--- src/rtl/cfglut_pkg.sv ---
// Shared types and constants for the CFGLUT5 reconfiguration controller.
package cfglut_pkg;

  localparam int INIT_W   = 32;
  localparam int MAX_LUTS = 16;
  localparam int CNT_W    = $clog2(INIT_W);

  typedef enum logic [1:0] {
    ST_IDLE,
    ST_SHIFT,
    ST_SETTLE,
    ST_DONE
  } state_e;

endpackage

--- src/rtl/cfglut_shifter.sv ---
// Parallel-in serial-out INIT register with bit counter; shifts MSB first.
module cfglut_shifter
  import cfglut_pkg::*;
(
  input  logic              clk,
  input  logic              rst_n,
  input  logic              load_i,
  input  logic              shift_i,
  input  logic [INIT_W-1:0] data_i,
  output logic              sdo_o,
  output logic              last_o
);

  logic [INIT_W-1:0] shreg_q, shreg_d;
  logic [CNT_W-1:0]  cnt_q, cnt_d;

  always_comb begin
    shreg_d = shreg_q;
    cnt_d   = cnt_q;
    if (load_i) begin
      shreg_d = data_i;
      cnt_d   = '0;
    end else if (shift_i) begin
      shreg_d = {shreg_q[INIT_W-2:0], 1'b0};
      cnt_d   = cnt_q + 1'b1;
    end
  end

  always_ff @(posedge clk) begin
    if (!rst_n) begin
      shreg_q <= '0;
      cnt_q   <= '0;
    end else begin
      shreg_q <= shreg_d;
      cnt_q   <= cnt_d;
    end
  end

  assign sdo_o  = shreg_q[INIT_W-1];
  assign last_o = (cnt_q == CNT_W'(INIT_W - 1));

endmodule

--- src/rtl/cfglut_reconfig_ctrl.sv ---
// Sequences serial INIT reloads into one of NUM_LUTS CFGLUT5 sites:
// handshake, target decode and IDLE/SHIFT/SETTLE/DONE control.
module cfglut_reconfig_ctrl #(
  parameter int NUM_LUTS = 4,
  parameter int INIT_W   = 32
) (
  input  logic                clk,
  input  logic                rst_n,
  input  logic                req_valid,
  output logic                req_ready,
  input  logic [3:0]          req_lut,
  input  logic [INIT_W-1:0]   req_init,
  output logic                cdi,
  output logic [NUM_LUTS-1:0] ce,
  output logic                busy,
  output logic                done,
  output logic                err
);
  import cfglut_pkg::*;

  localparam int LUT_LIMIT = (NUM_LUTS < MAX_LUTS) ? NUM_LUTS : MAX_LUTS;

  state_e     state_q, state_d;
  logic [3:0] lut_q, lut_d;
  logic       err_q, err_d;
  logic       load, shift, last, sdo;
  logic       accept, lut_ok;

  assign req_ready = rst_n && (state_q == ST_IDLE);
  assign accept    = req_valid && req_ready;
  assign lut_ok    = ({1'b0, req_lut} < 5'(LUT_LIMIT));

  always_comb begin
    state_d = state_q;
    lut_d   = lut_q;
    err_d   = 1'b0;
    load    = 1'b0;
    shift   = 1'b0;
    case (state_q)
      ST_IDLE: begin
        if (accept) begin
          if (lut_ok) begin
            load    = 1'b1;
            lut_d   = req_lut;
            state_d = ST_SHIFT;
          end else begin
            err_d = 1'b1;
          end
        end
      end
      ST_SHIFT: begin
        shift = 1'b1;
        if (last) state_d = ST_SETTLE;
      end
      ST_SETTLE: state_d = ST_DONE;
      ST_DONE:   state_d = ST_IDLE;
      default:   state_d = ST_IDLE;
    endcase
  end

  always_ff @(posedge clk) begin
    if (!rst_n) begin
      state_q <= ST_IDLE;
      lut_q   <= '0;
      err_q   <= 1'b0;
    end else begin
      state_q <= state_d;
      lut_q   <= lut_d;
      err_q   <= err_d;
    end
  end

  cfglut_shifter u_shifter (
    .clk     (clk),
    .rst_n   (rst_n),
    .load_i  (load),
    .shift_i (shift),
    .data_i  (req_init),
    .sdo_o   (sdo),
    .last_o  (last)
  );

  // cdi is qualified by SHIFT so it idles low whenever no ce is active.
  generate
    for (genvar gi = 0; gi < NUM_LUTS; gi++) begin : g_ce
      assign ce[gi] = (state_q == ST_SHIFT) && (lut_q == 4'(gi));
    end
  endgenerate

  assign cdi  = (state_q == ST_SHIFT) && sdo;
  assign busy = (state_q == ST_SHIFT) || (state_q == ST_SETTLE);
  assign done = (state_q == ST_DONE);
  assign err  = err_q;

endmodule

--- config.mk ---
export PLATFORM = sky130hd
export DESIGN_NAME = cfglut_reconfig_ctrl
export DESIGN_NICKNAME = d
export VERILOG_FILES = /design/src/rtl/cfglut_pkg.sv /design/src/rtl/cfglut_shifter.sv /design/src/rtl/cfglut_reconfig_ctrl.sv
export SDC_FILE = /design/constraint.sdc
export NUM_CORES = 1
export LEC_CHECK = 0
export CAP_MARGIN = 25
export CORE_UTILIZATION = 27
export DETAILED_ROUTE_END_ITERATION = 10
export DONT_BUFFER_PORTS = 1
export GPL_ROUTABILITY_DRIVEN = 1
export REMOVE_ABC_BUFFERS = 1
export SLEW_MARGIN = 20
export SYNTH_ARGS = -nofsm -noshare
export SYNTH_HDL_FRONTEND = slang
export SYNTH_HIERARCHICAL = 1
export SYNTH_SLANG_ARGS = --single-unit
--- constraint.sdc ---
create_clock -name clk -period 2.3 [get_ports clk]
set_input_delay 0.345 -clock clk [delete_from_list [all_inputs] [get_ports clk]]
set_output_delay 0.345 -clock clk [all_outputs]
set_load 0.02 [all_outputs]
==> reports/qor.txt <==
CTS buffer count = 5
IO Pins = 48
Critical Path RT = 1.96 ns
1st-iter DRT viols = 54
Status = finished clean
Worst Setup Path Type = reg -> out
VDD IR max = 0.314 mV
CORE AREA = 7890 µm²
CTS tree = built
Average wire per standard cell = 13.3 µm
ANT cells = 0
WP data arrival = 1.76 ns
Htree depth = 2
Final Cell Area = 2460 µm²
Layout fillers = 838
Initial Util = 28.5%
Tightest Pin Transition = 0.458 ns
Clk_lat worst skew = 0.29 ns
Post-CTS Setup Bufs = 0
Worst setup SP type = flip-flop
Worst Hold Class = in -> reg
Highest clock rate = 0.476 GHz
Routability Congestion = 0.647
Compound-Gate Fraction of Synth Area = 17.3%
Final worst slack = 0.198 ns
Worst Path Max Fanout = 4
Sequential-to-total area share from yosys stat = 39.2%
Cell Area, Placed = 2350 µm²
Die width = 93.2 µm
Antenna violations before repair = 0
Relative slew slack = 69.4%
FF+latch count, synth = 44
Pwr dens = 881 nW/µm²
Mux share of post-synthesis cell area = 17.3%
Critical Path, Cell by Cell = inv_1, ha_2, nor3b_1, nor3b_1, buf_4
Clock power frac = 27.7%
Post-cts gate resize count = 0
DRC = 0
DRT Wirelength = 4.13 mm
Max-slew violation count = 0
Max cap viols = 0
Synth Instances = 211
Layout cells sized above 1 = 26.8%
Fin Clk Skew = 0.00748 ns
Ys flop type = dfxtp_1
Detail Route Antenna Nets = 0
Setup crit end kind = primary output
Final #Nets = 254
Simple-gate share of the synthesized area = 17.7%
LEAKAGE = 1.30 nW
Flop pwr share = 41.4%
Sw Pwr = 663 µW
Mapped Area = 2250 µm²
Vias in the first global route = 1379
Hold_sp = rst_n
P&R area growth vs syn = 9.58%
Reg-to-Reg Start = state_q[0]
XOR/XNOR share of the synthesized area = 0.390%
Switching Share = 30.6%
Vias/cell = 4.75
CP peak stage delay = 0.35 ns
Gr usage total = 9.65%
Synth cell types = 34
Number of warnings issued by yosys = 6
First-pass GRT wire length = 6.62 mm
Worst path most repeated cell = nor3b_1
Clock Sinks = 44
Hold_ws = 0.174 ns
Clk root buf = clkbuf_8
Worst-path clk slew = 0.09 ns
Synth top area share = 39.2%
Area leader, netlist = dfxtp_1
Combinational share of power = 30.9%
Total gr overflow = 0
Tmin final = 2.10 ns
Die height = 93.2 µm
Adder-Cell Fraction of Synth Area = 3.90%
Worst setup startpoint = state_q[1]
Place WS = 0.288 ns
Main combinational cell family by area after synthesis = simple AND/OR/NAND/NOR gates
Hold Fails Final Rpt = 0
Largest net degree at the start of global routing = 45
Mean Syn Cell Area = 10.7 µm²
Pint = 1.51 mW
Final period util = 91.4%
Post-synth EDFFs = 0
FFs w/ async S/R, synth = 0%
Finish-stage setup viols = 0
# hold bufs at CTS = 0
Die Area = 8690 µm²
DP HPWL = 2.85 mm
Unrepaired setup endpoints after global routing = false
Pre-Repair DR Iteration Count = 4
CP max-delay cell = dfxtp_1
# rows = 32
CTS Buffer Depth = 2
Top cells by area, synth = dfxtp_1, mux2_2, o211a_1, nand2b_1, ha_1
Via count = 1477
Port Buffers = 0
## sequential cells by signal (all words and copies together), names as in the netlist
name,flops
u_shifter/cnt_q,5
err,1
u_shifter/shreg_q,32
state_q,2
lut_q,4
## layout by cell type (no fill, tap or decap), types with 2 or more instances in the layout
cell	count
dfxtp_1	44
nand2_1	5
nand3_1	3
buf_4	4
nor3b_1	2
o21ai_0	2
inv_1	3
and3_2	3
ha_1	6
nand2b_1	32
and3_1	2
nand3b_1	2
a21oi_1	3
o211a_1	31
clkinv_4	2
mux2i_1	4
nor2_1	6
mux2_2	31
clkbuf_8	5
## cell families (layout without fill, tap and decap cells)
| kind of cell | after synthesis | after routing |
|---|---|---|
| buffers and inverters | 19 | 17 |
| muxes | 35 | 35 |
| AOI/OAI and AO/OA | 41 | 41 |
| and+or+nand+nor | 64 | 64 |
| xor gates and xnor gates | 1 | 1 |
| DFF | 44 | 44 |
| adders and majority gates | 7 | 7 |
## final timing paths
path / end / slack, ns / depth (start not counted)
worst max-delay path: ce[0] / 0.20 / 5
worst max register to register: u_shifter/shreg_q[16] / 0.28 / 8
worst min register to register: u_shifter/cnt_q[3] / 0.51 / 2
worst min-delay path: u_shifter/shreg_q[17] / 0.17 / 1
## worst max-delay path, delay by kind of cell, from the launching register on
kind,cells,cell delay (ns)
adder cells (fa/ha/maj),1,0.21
buffers and inverters,2,0.29
flip-flops,1,0.35
AND/OR/NAND/NOR,2,0.61
## power by group through the flow
stage / clock, mW / combinational, mW / sequential [mW]
finish: 0.600 / 0.671 / 0.898
global route: 0.648 / 0.736 / 0.908
CTS: 0.627 / 0.684 / 0.898
detailed placement: 0 / 0.681 / 0.916
global placement: 0 / 0.665 / 0.913
floorplan: 0 / 0.552 / 0.901
## Yosys cell counts, types with 2 or more instances
cell type and count:
dfxtp_1 44, nand2b_1 32, mux2_2 31, o211a_1 31, clkbuf_1 10, ha_1 7, nor2_1 6, nand2_1 5
inv_1 4, mux2i_1 4, a21oi_1 3, and3_2 3, buf_6 3, nand3_1 3, and3_1 2, buf_2 2
nand3b_1 2, nor3b_1 2, o21ai_0 2
## cell type report
class / instances / area [µm²] / share of cell area (%)
Clock buffer: 5 / 68.8 / 2.79
Inverter: 4 / 15.0 / 0.610
Sequential cell: 44 / 881 / 35.8
Multi-Input combinational cell: 148 / 1270 / 51.7
Timing Repair Buffer: 5 / 50.0 / 2.03
Tap cell: 102 / 128 / 5.18
Clock inverter: 3 / 47.5 / 1.93
## routing by layer
| metal | wire (µm) | up-vias | GRT usage [%] |
|---|---|---|---|
| met5 | 0 | - | 0 |
| met4 | 31 | 0 | 2.31 |
| met3 | 286 | 4 | 3.90 |
| met2 | 1950 | 36 | 16.1 |
| met1 | 1860 | 692 | 11.5 |
| li1 | - | 745 | - |
## through the flow
step / instances / total power, mW / setup TNS (ns) / utilization [%]
after global routing: 311 / 2.29 / 0 / 31.2
after CTS: 311 / 2.21 / 0 / 31.2
after floorplan: 196 / 1.45 / -0.924 / -
after detailed placement: 303 / 1.60 / 0 / 29.7
after global placement: 303 / 1.58 / 0 / 29.7
final: 311 / 2.17 / 0 / 31.2
Note: power is estimated with default switching activity, not from simulation.
